File: config.mk
export PLATFORM = sky130hd
export DESIGN_NAME = mem_addr_unit_flat
export DESIGN_NICKNAME = d
export VERILOG_FILES = /design/src/rtl/mem_addr_unit_pkg.sv /design/src/rtl/mem_addr_unit_if.sv /design/src/rtl/mem_addr_unit_dffe.sv /design/src/rtl/mem_addr_unit.sv /design/src/flat_wrapper.sv
export SDC_FILE = /design/constraint.sdc
export NUM_CORES = 1
export LEC_CHECK = 0
export CAP_MARGIN = 15
export CORE_UTILIZATION = 38
export DETAILED_ROUTE_END_ITERATION = 10
export GPL_TIMING_DRIVEN = 0
export PLACE_DENSITY = 0.81
export SLEW_MARGIN = 20
export SYNTH_ARGS = -nofsm -noshare
export SYNTH_HDL_FRONTEND = slang
export SYNTH_HIERARCHICAL = 1
export SYNTH_SLANG_ARGS = --single-unit
export TNS_END_PERCENT = 10
File: constraint.sdc
create_clock -name clk -period 2.29 [get_ports clk]
set_input_delay 0.458 -clock clk [delete_from_list [all_inputs] [get_ports clk]]
set_output_delay 0.458 -clock clk [all_outputs]
set_load 0.05 [all_outputs]
File: src/rtl/mem_addr_unit_pkg.sv
// Shared definitions for the memory address stage: memory command encoding
// and default address-map constants.
package mem_addr_unit_pkg;

  typedef enum logic [1:0] {
    MNONE    = 2'b00,
    MREAD    = 2'b01,
    MILLEGAL = 2'b10,
    MWRITE   = 2'b11
  } mem_cmd_e;

  localparam int           DEF_ADDR_W   = 9;
  localparam int           DEF_DATA_W   = 16;
  localparam logic [8:0]   DEF_LED_ADDR = 9'h100;
  localparam logic [8:0]   DEF_SW_ADDR  = 9'h140;

endpackage

File: src/rtl/mem_addr_unit_if.sv
// Controller strobes and RAM bus between the CPU controller/RAM side (master)
// and the memory address stage (slave).
interface mem_addr_unit_if #(
  parameter int ADDR_W = 9,
  parameter int DATA_W = 16
);
  logic [1:0]        mem_cmd;
  logic              reset_pc;
  logic              load_pc;
  logic              addr_sel;
  logic              load_addr;
  logic              load_ir;
  logic [ADDR_W-1:0] mem_addr;
  logic              ram_write;
  logic [DATA_W-1:0] ram_din;
  logic [DATA_W-1:0] read_data;

  modport master (
    output mem_cmd, reset_pc, load_pc, addr_sel, load_addr, load_ir, read_data,
    input  mem_addr, ram_write, ram_din
  );

  modport slave (
    input  mem_cmd, reset_pc, load_pc, addr_sel, load_addr, load_ir, read_data,
    output mem_addr, ram_write, ram_din
  );
endinterface

File: src/rtl/mem_addr_unit_dffe.sv
// Load-enable register with synchronous active-high clear; used for pc,
// data_addr, ir and the LED register.
module mem_addr_unit_dffe #(
  parameter int N = 1
) (
  input  logic         clk,
  input  logic         reset,
  input  logic         en,
  input  logic [N-1:0] d,
  output logic [N-1:0] q
);

  always_ff @(posedge clk) begin
    if (reset)
      q <= '0;
    else if (en)
      q <= d;
  end

endmodule

File: src/rtl/mem_addr_unit.sv
// Memory-side stage behind the CPU controller: PC, data address and IR registers,
// RAM address/write strobe generation and memory-mapped LED/switch decode.
module mem_addr_unit
  import mem_addr_unit_pkg::*;
#(
  parameter int                ADDR_W   = DEF_ADDR_W,
  parameter int                DATA_W   = DEF_DATA_W,
  parameter logic [ADDR_W-1:0] LED_ADDR = ADDR_W'(DEF_LED_ADDR),
  parameter logic [ADDR_W-1:0] SW_ADDR  = ADDR_W'(DEF_SW_ADDR)
) (
  input  logic                clk,
  input  logic                reset,
  mem_addr_unit_if.slave      bus,
  input  logic [DATA_W-1:0]   datapath_out,
  input  logic [7:0]          switches,
  output logic [DATA_W-1:0]   mdata,
  output logic [ADDR_W-1:0]   pc,
  output logic [DATA_W-1:0]   ir,
  output logic [2:0]          opcode,
  output logic [1:0]          op,
  output logic [7:0]          leds,
  output logic                mem_err
);

  logic [ADDR_W-1:0] pc_next;
  logic [ADDR_W-1:0] data_addr;
  logic [ADDR_W-1:0] mem_addr;
  logic              is_read;
  logic              is_write;
  logic              ram_space;
  logic              led_en;

  assign pc_next = bus.reset_pc ? '0 : pc + 1'b1;

  mem_addr_unit_dffe #(.N(ADDR_W)) u_pc (
    .clk   (clk),
    .reset (reset),
    .en    (bus.load_pc),
    .d     (pc_next),
    .q     (pc)
  );

  mem_addr_unit_dffe #(.N(ADDR_W)) u_data_addr (
    .clk   (clk),
    .reset (reset),
    .en    (bus.load_addr),
    .d     (datapath_out[ADDR_W-1:0]),
    .q     (data_addr)
  );

  // ir captures the mdata formed from the pre-edge address, so a fetch needs
  // no extra pipeline stage beyond the RAM's own read latency.
  mem_addr_unit_dffe #(.N(DATA_W)) u_ir (
    .clk   (clk),
    .reset (reset),
    .en    (bus.load_ir),
    .d     (mdata),
    .q     (ir)
  );

  mem_addr_unit_dffe #(.N(8)) u_leds (
    .clk   (clk),
    .reset (reset),
    .en    (led_en),
    .d     (datapath_out[7:0]),
    .q     (leds)
  );

  assign mem_addr  = bus.addr_sel ? pc : data_addr;
  assign is_read   = (bus.mem_cmd == MREAD);
  assign is_write  = (bus.mem_cmd == MWRITE);
  assign ram_space = ~mem_addr[ADDR_W-1];
  assign led_en    = is_write && (mem_addr == LED_ADDR);

  assign bus.mem_addr  = mem_addr;
  assign bus.ram_din   = datapath_out;
  assign bus.ram_write = is_write && ram_space && !reset;

  always_comb begin
    mdata = '0;
    if (is_read) begin
      if (mem_addr == SW_ADDR)
        mdata[7:0] = switches;
      else if (ram_space)
        mdata = bus.read_data;
    end
  end

  assign opcode = ir[DATA_W-1 -: 3];
  assign op     = ir[DATA_W-4 -: 2];

  // Sticky: only a reset clears an illegal-command report.
  always_ff @(posedge clk) begin
    if (reset)
      mem_err <= 1'b0;
    else if (bus.mem_cmd == MILLEGAL)
      mem_err <= 1'b1;
  end

endmodule

File: src/flat_wrapper.sv
// flat-port wrapper written by rule: the top's interface ports become plain ports
module mem_addr_unit_flat import mem_addr_unit_pkg::*;
#(
  parameter int                ADDR_W   = DEF_ADDR_W,
  parameter int                DATA_W   = DEF_DATA_W,
  parameter logic [ADDR_W-1:0] LED_ADDR = ADDR_W'(DEF_LED_ADDR),
  parameter logic [ADDR_W-1:0] SW_ADDR  = ADDR_W'(DEF_SW_ADDR)
)
  (clk, reset, datapath_out, switches, mdata, pc, ir, opcode, op, leds, mem_err, bus_mem_cmd, bus_reset_pc, bus_load_pc, bus_addr_sel, bus_load_addr, bus_load_ir, bus_read_data, bus_mem_addr, bus_ram_write, bus_ram_din);
  mem_addr_unit_if #(.ADDR_W(ADDR_W), .DATA_W(DATA_W)) bus_i ();
  input  logic clk;
  input  logic reset;
  input  logic [DATA_W-1:0] datapath_out;
  input  logic [7:0] switches;
  output logic [DATA_W-1:0] mdata;
  output logic [ADDR_W-1:0] pc;
  output logic [DATA_W-1:0] ir;
  output logic [2:0] opcode;
  output logic [1:0] op;
  output logic [7:0] leds;
  output logic mem_err;
  input wire logic [$bits(bus_i.mem_cmd)-1:0] bus_mem_cmd;
  input wire logic [$bits(bus_i.reset_pc)-1:0] bus_reset_pc;
  input wire logic [$bits(bus_i.load_pc)-1:0] bus_load_pc;
  input wire logic [$bits(bus_i.addr_sel)-1:0] bus_addr_sel;
  input wire logic [$bits(bus_i.load_addr)-1:0] bus_load_addr;
  input wire logic [$bits(bus_i.load_ir)-1:0] bus_load_ir;
  input wire logic [$bits(bus_i.read_data)-1:0] bus_read_data;
  output wire logic [$bits(bus_i.mem_addr)-1:0] bus_mem_addr;
  output wire logic [$bits(bus_i.ram_write)-1:0] bus_ram_write;
  output wire logic [$bits(bus_i.ram_din)-1:0] bus_ram_din;
  assign bus_i.mem_cmd = bus_mem_cmd;
  assign bus_i.reset_pc = bus_reset_pc;
  assign bus_i.load_pc = bus_load_pc;
  assign bus_i.addr_sel = bus_addr_sel;
  assign bus_i.load_addr = bus_load_addr;
  assign bus_i.load_ir = bus_load_ir;
  assign bus_i.read_data = bus_read_data;
  assign bus_mem_addr = bus_i.mem_addr;
  assign bus_ram_write = bus_i.ram_write;
  assign bus_ram_din = bus_i.ram_din;
  mem_addr_unit #(.ADDR_W(ADDR_W), .DATA_W(DATA_W), .LED_ADDR(LED_ADDR), .SW_ADDR(SW_ADDR)) u_core (.clk(clk), .reset(reset), .bus(bus_i), .datapath_out(datapath_out), .switches(switches), .mdata(mdata), .pc(pc), .ir(ir), .opcode(opcode), .op(op), .leds(leds), .mem_err(mem_err));
endmodule
==> metrics.yaml, run 1 <==
worst_setup_path:
  critPathBufInv: 2
  reg2reg_slack_ns: 0.27
  crit_chain: "or4_4, a211oi_4, buf_6, a22o_1, buf_6"
  critPathCaptureType: "output pin"
  cpPeakStageDelay_ns: 0.56
  r2r_cells: 5
  cp_common_cell: "buf_6"
  startpoint_type: "flip-flop"
  cp.required_ns: 1.83
  cpLargestDelayFamily: "simple AND/OR/NAND/NOR gates"
  crit_path_top_delay_cell: "or4_4"
  reg2reg_to: "u_core/u_leds/q[0]$_SDFFE_PP0P_"
  regToRegStartpoint: "u_core/u_data_addr/q[1]$_SDFFE_PP0P_"
  arrival_ns: 1.98
  cp_max_fo: 5
  critPathKind: "flip-flop to output pin"
run:
  max-cap-violations: 0
power:
  power.internal_w: 0.00119
  p_total_w: 0.00174
  p_leak_nw: 1.60
  seq_power_share: 0.449
  power_density_mw_per_mm2: 470
  clkPwrFrac: 0.268
  power.switching_w: 0.000545
  ir_drop_v: 0.000316
  switching_share: 0.313
  power_frac_comb: 0.284
layout:
  fin_util: 0.668
  antennaDiodeCount: 0
  areaGrowthSynthToFinish_pct: 68.2
  design_area_mm2: 0.00370
  layout_common_cells: "clkdlybuf4s50_1, nor2_1, buf_4"
  layout.nets: 415
  mostFrequentLayoutCell: "clkdlybuf4s50_1"
  fill_cells: 466
  drive_gt1_frac: 0.273
global_routing:
  grt_max_degree: 14
  groute.usage.overall: 0.205
  grt_overflow: 0
  grt_use_met1: 0.240
  top_usage_layer: "met2"
  grt_pass1_wl_um: 9850
  grt_pass1_vias: 2044
  antenna_found_initial: 0
  grt_util_met2: 0.375
  use_met3: 0.0453
place:
  io_buffers: 118
  gp_congestion: 0.741
  place_area_mm2: 0.00349
  hpwl_um: 4810
  pre_cts_slack_ns: -1.20
synthesis:
  yosysWarnings: 6
  synth.largest_area_cell: "dfxtp_1"
  synthesis.nets: 280
  synthDistinctLibCells: 34
  ys_seq_area_frac: 0.391
  synth_seq_cells: 43
  synthDominantCellAreaShare: 0.391
  syn_area_mm2: 0.00220
  synth_cells: 230
  avgSynthCellArea_um2: 9.56
  synthTopCellsByArea: "dfxtp_1, mux2i_1, nor2_1, buf_4, mux2_2"
sta:
  setup_violations: 8
  fin_setup_tns_ns: -0.830
  rsz0062_at_grt: "true"
  maxSlewViolCount: 0
  fin_ws_ns: -0.145
  hold_viol: 0
  slew_headroom: 0.644
  finalCritPeriodShare: 1.06
  tightest_slew_ns: 0.533
  finalClockSkew_ns: 0.00363
  post-route-min-period_ns: 2.43
  clock.fmax_mhz: 411
clock_tree:
  clkTransAtPathRegs_ns: 0.08
  clk_path_buf_depth: 2
  postCtsHoldBufs: 0
  cts_inserted_buffers: 5
  cts_tree: "yes"
  numClockSinks: 43
  clk_latency_ns: 0.29
  root_buffer: "clkbuf_8"
  h-tree-depth: 2
floorplan:
  die_h_um: 78.1
  die_x_um: 78.1
  row_count: 27
  core-area_mm2: 0.00554
  floorplan.die_area_mm2: 0.00610
  ios: 130
  initial_core_util: 0.397
drt:
  ant_nets: 0
  wl_per_cell_um: 14.1
  via_per_inst: 4.81
  route.detailed.drc: 0
  vias: 2107
  drt_iter0_drc: 78
  wl_um: 6180
  firstDrtPassIters: 4
worst_hold_path:
  hold_end: "u_core/u_ir/q[3]$_SDFFE_PP0P_"
  worstHoldStart: "bus_load_ir"
  hp-class: "input pin to flip-flop"
  hold_depth: 3
run_status:
  outcome: "finished, violations left"
  violations: "negative setup slack"
## routing by layer
layer	routed length [µm]	share of wire	vias to the layer above
li1	-	-	1034
met1	2550	0.41	974
met2	3110	0.50	93
met3	465	0.075	6
met4	61	0.0099	0
met5	0	0	-
## registers in the layout (all words and copies together), names as in the netlist
name	flops
u_core/u_data_addr/q	9
u_core/u_pc/q	9
u_core/u_ir/q	16
u_core/u_leds/q	8
u_core/mem_err	1
## power groups by stage
stage	clock network [W]	registers [W]	logic, W
3_3_place_gp	0	0.000799	0.000473
6_report	0.000465	0.000779	0.000493
5_1_grt	0.000518	0.000782	0.000516
4_1_cts	0.000485	0.000779	0.000487
3_5_place_dp	0	0.000800	0.000480
2_1_floorplan	0	0.000832	0.000264
## cell type report
class	count	area [µm²]	share of cell area
timing repair buffer	128	1250	0.339
multi-input combinational	152	1120	0.303
sequential	43	877	0.237
buffer	34	268	0.0724
tap	72	90.1	0.0243
clock buffer	6	72.6	0.0196
clock inverter	2	12.5	0.00338
inverter	1	3.75	0.00101
## kinds of logic after synthesis
group                      after synthesis  synth area share
AOI/OAI and AO/OA                       18            0.0643
muxes                                   50             0.234
buffers and inverters                   35             0.119
and+or+nand+nor                         79             0.170
xor gates and xnor gates                 4            0.0159
adders and majority gates                1           0.00569
DFF                                     43             0.391
## tightest hold or removal path: stages
cell	delay, ns
buf_6	0.13
mux2i_1	0.08
nor2_1	0.07
## what timing repair did
item                       CTS  global route
gates resized for setup    131            16
pin swaps                    7             5
setup endpoints to repair   43            18
setup buffers                8             2
## worst max path at each step
stage	end	slack [ns]	depth (start not counted)	startpoint
4_1_cts	mdata[7]	-0.14	5	u_core/u_pc/q[2]$_SDFFE_PP0P_
6_report	mdata[0]	-0.14	5	u_core/u_data_addr/q[1]$_SDFFE_PP0P_
5_1_grt	mdata[0]	-0.19	5	u_core/u_data_addr/q[1]$_SDFFE_PP0P_
2_1_floorplan	mdata[0]	-0.13	3	u_core/u_pc/q[2]$_SDFFE_PP0P_
3_5_place_dp	mdata[1]	-1.20	6	bus_addr_sel
3_3_place_gp	mdata[3]	-1.16	6	bus_addr_sel
## stage by stage
step	cells	hold slack, ns
2_1_floorplan	230	0.461
3_3_place_gp	420	0.455
3_5_place_dp	420	0.480
4_1_cts	436	0.476
5_1_grt	438	0.486
6_report	438	0.483
## synth_stat cells
master      n
mux2i_1    42
clkbuf_1    2
nand2_1     5
nor4_1      1
nor3_2      1
ha_1        1
a2111oi_0   1
buf_12      1
nand3_1     4
buf_2       1
mux2_4      1
o21ai_0     3
xor2_1      3
a22oi_1     1
buf_4      21
a211oi_4    1
mux2_2      7
a21oi_1     4
a22o_1      8
or3_1       3
dfxtp_1    43
xnor2_1     1
buf_6       4
inv_1       1
nor3_1      2
clkbuf_4    1
nand3b_1    1
or4_4       2
buf_1       4
and3_1      1
and2_1      8
nor2b_1     1
nand2b_4    1
nor2_1     49
No activity file was read; power rests on OpenSTA's default activity.
==> run 2: changes to the inputs <==
--- a/config.mk
+++ b/config.mk
@@ -10,6 +10,7 @@
 export DETAILED_ROUTE_END_ITERATION = 10
 export GPL_TIMING_DRIVEN = 0
 export PLACE_DENSITY = 0.81
+export SKIP_LAST_GASP = 1
 export SLEW_MARGIN = 20
 export SYNTH_ARGS = -nofsm -noshare
 export SYNTH_HDL_FRONTEND = slang
==> run 2 against run 1 <==
- routed wire length grew 0.73%
- final cell count is 0.23% higher
- largest power group unchanged
- critical path depth did not move
- clock-buffer cell count did not move
- sequential cell count did not move
- the flow still finishes with violations (negative setup slack)
==> metrics.yaml, run 2 (same netlist as run 1, synthesis figures left out) <==
clock_tree:
  clk_path_buf_depth: 2  # unchanged
  postCtsHoldBufs: 0  # unchanged
  root_buffer: "clkbuf_8"  # unchanged
  cts_tree: "yes"  # unchanged
  cts_inserted_buffers: 5  # unchanged
  numClockSinks: 43  # unchanged
  clk_latency_ns: 0.29  # about the same
  clkTransAtPathRegs_ns: 0.08  # about the same
  h-tree-depth: 2  # unchanged
sta:
  whs_ns: 0.482  # was 0.483 ns
  clock.fmax_mhz: 410  # was 411 MHz
  hold_viol: 0  # unchanged
  rsz0062_at_grt: "true"  # unchanged
  maxSlewViolCount: 0  # unchanged
  finalCritPeriodShare: 1.06  # about the same
  tightest_slew_ns: 0.533  # about the same
  finalClockSkew_ns: 0.00398  # was 0.00363 ns
  setup_violations: 17  # was 8
  slew_headroom: 0.644  # about the same
  fin_ws_ns: -0.146  # was -0.145 ns
  post-route-min-period_ns: 2.44  # was 2.43 ns
run:
  max-cap-violations: 0  # unchanged
worst_setup_path:
  arrival_ns: 1.98  # about the same
  crit_chain: "or4_4, a211oi_4, buf_6, a22o_1, buf_6"  # unchanged
  cp_common_cell: "buf_6"  # unchanged
  startpoint_type: "flip-flop"  # unchanged
  cp.required_ns: 1.83  # about the same
  crit_path_top_delay_cell: "or4_4"  # unchanged
  critPathKind: "flip-flop to output pin"  # unchanged
  reg2reg_slack_ns: 0.26  # was 0.27 ns
  cp_max_fo: 5  # unchanged
  critPathCaptureType: "output pin"  # unchanged
  cpPeakStageDelay_ns: 0.56  # about the same
drt:
  drt_iter0_drc: 91  # was 78
  route.detailed.drc: 0  # unchanged
  wl_per_cell_um: 14.2  # was 14.1 µm
  wl_um: 6230  # was 6180 µm
  vias: 2119  # was 2107
  via_per_inst: 4.83  # was 4.81
  ant_nets: 0  # unchanged
  firstDrtPassIters: 4  # unchanged
layout:
  top_register: "u_core/u_ir/q"  # unchanged
  layout.nets: 416  # was 415
  antennaDiodeCount: 0  # unchanged
  mostFrequentLayoutCell: "clkdlybuf4s50_1"  # unchanged
  largest_reg_flops: 16  # unchanged
  layout_common_cells: "clkdlybuf4s50_1, nor2_1, mux2i_1"  # was clkdlybuf4s50_1, nor2_1, buf_4
  design_area_mm2: 0.00368  # was 0.00370 mm²
  drive_gt1_frac: 0.248  # was 0.273
  top_regs: "u_core/u_ir/q (16), u_core/u_data_addr/q (9), u_core/u_pc/q (9)"  # unchanged
  areaGrowthSynthToFinish_pct: 67.2  # was 68.2%
power:
  ir_drop_v: 0.000317  # was 0.000316 V
  power_density_mw_per_mm2: 471  # was 470 mW/mm²
  p_total_w: 0.00173  # was 0.00174 W
  p_leak_nw: 1.56  # was 1.60 nW
  seq_power_share: 0.449  # about the same
  power_frac_comb: 0.282  # was 0.284
  switching_share: 0.313  # about the same
  power.internal_w: 0.00119  # about the same
  clkPwrFrac: 0.269  # was 0.268
  power.switching_w: 0.000544  # was 0.000545 W
global_routing:
  antenna_found_initial: 0  # unchanged
  grt_max_degree: 14  # unchanged
  groute.usage.overall: 0.204  # was 0.205
  grt_pass1_wl_um: 9790  # was 9850 µm
  grt_pass1_vias: 2038  # was 2044
  grt_overflow: 0  # unchanged
floorplan:
  die_h_um: 78.1  # unchanged
  row_count: 27  # unchanged
  floorplan.die_area_mm2: 0.00610  # unchanged
  core-area_mm2: 0.00554  # unchanged
  ios: 130  # unchanged
  initial_core_util: 0.397  # unchanged
  die_x_um: 78.1  # unchanged
place:
  hpwl_um: 4810  # unchanged
  gp_congestion: 0.741  # unchanged
  pre_cts_slack_ns: -1.20  # unchanged
  io_buffers: 118  # unchanged
  place_area_mm2: 0.00349  # unchanged
run_status:
  violations: "negative setup slack"  # unchanged
  outcome: "finished, violations left"  # unchanged
worst_hold_path:
  hp-class: "input pin to flip-flop"  # unchanged
-- run 2: timing repair --
item,in CTS,in global routing
pin swaps,7,4
endpoints found under the setup margin,43,27
buffers inserted,8,3
resized for setup,98,24
-- run 2: area by class of cell --
class                           instances  area [µm²]
Clock inverter                          2        12.5
Tap cell                               72        90.1
Sequential cell                        43         877
Multi-Input combinational cell        152        1110
Buffer                                 34         268
Fill cell                             472        1860
Clock buffer                            6        72.6
Inverter                                1        3.75
Timing Repair Buffer                  129        1240
-- run 2: stage by stage --
stage                util  std cells  TNS [ns]
CTS                 0.664        436     -2.45
global route        0.664        439     -2.43
detailed placement  0.630        420    -26.23
global placement    0.630        420    -24.97
finish              0.664        439     -1.19
floorplan               -        230    -0.767
-- run 2: power groups by stage --
stage | Clock [W] | Sequential, W | Combinational, W
5_1_grt | 0.000518 | 0.000782 | 0.000511
2_1_floorplan | 0 | 0.000832 | 0.000264
3_5_place_dp | 0 | 0.000800 | 0.000480
3_3_place_gp | 0 | 0.000799 | 0.000473
6_report | 0.000466 | 0.000779 | 0.000489
4_1_cts | 0.000485 | 0.000779 | 0.000488
-- run 2: path summary, 6_finish.rpt --
check / startpoint / to / cells after the start
worst max-delay path: u_core/u_data_addr/q[1]$_SDFFE_PP0P_ / mdata[0] / 5
worst max register to register: u_core/u_data_addr/q[1]$_SDFFE_PP0P_ / u_core/u_leds/q[2]$_SDFFE_PP0P_ / 5
worst min register to register: u_core/mem_err$_SDFFE_PP0N_ / u_core/mem_err$_SDFFE_PP0N_ / 2
worst min-delay path: bus_load_ir / u_core/u_ir/q[3]$_SDFFE_PP0P_ / 3
-- run 2: routing by layer --
layer / share of wire / GRT usage
met1: 0.42 / 0.237
met2: 0.50 / 0.375
met3: 0.069 / 0.0430
met4: 0.0098 / 0.0556
met5: 0 / 0
-- run 2: critical path, delay by kind of cell, from the launching register on --
family / cells / cell delay [ns]
AND/OR/NAND/NOR: 1 / 0.56
AO/OA/AOI/OAI: 2 / 0.46
buffers and inverters: 2 / 0.32
flip-flops: 1 / 0.34
==> run 3: changes to the inputs <==
--- a/config.mk
+++ b/config.mk
@@ -11,7 +11,6 @@
 export GPL_TIMING_DRIVEN = 0
 export PLACE_DENSITY = 0.81
 export SKIP_LAST_GASP = 1
-export SLEW_MARGIN = 20
 export SYNTH_ARGS = -nofsm -noshare
 export SYNTH_HDL_FRONTEND = slang
 export SYNTH_HIERARCHICAL = 1
==> results of run 3 <==
Same layout as run 2: the final DEF is identical, and so are final timing and power.
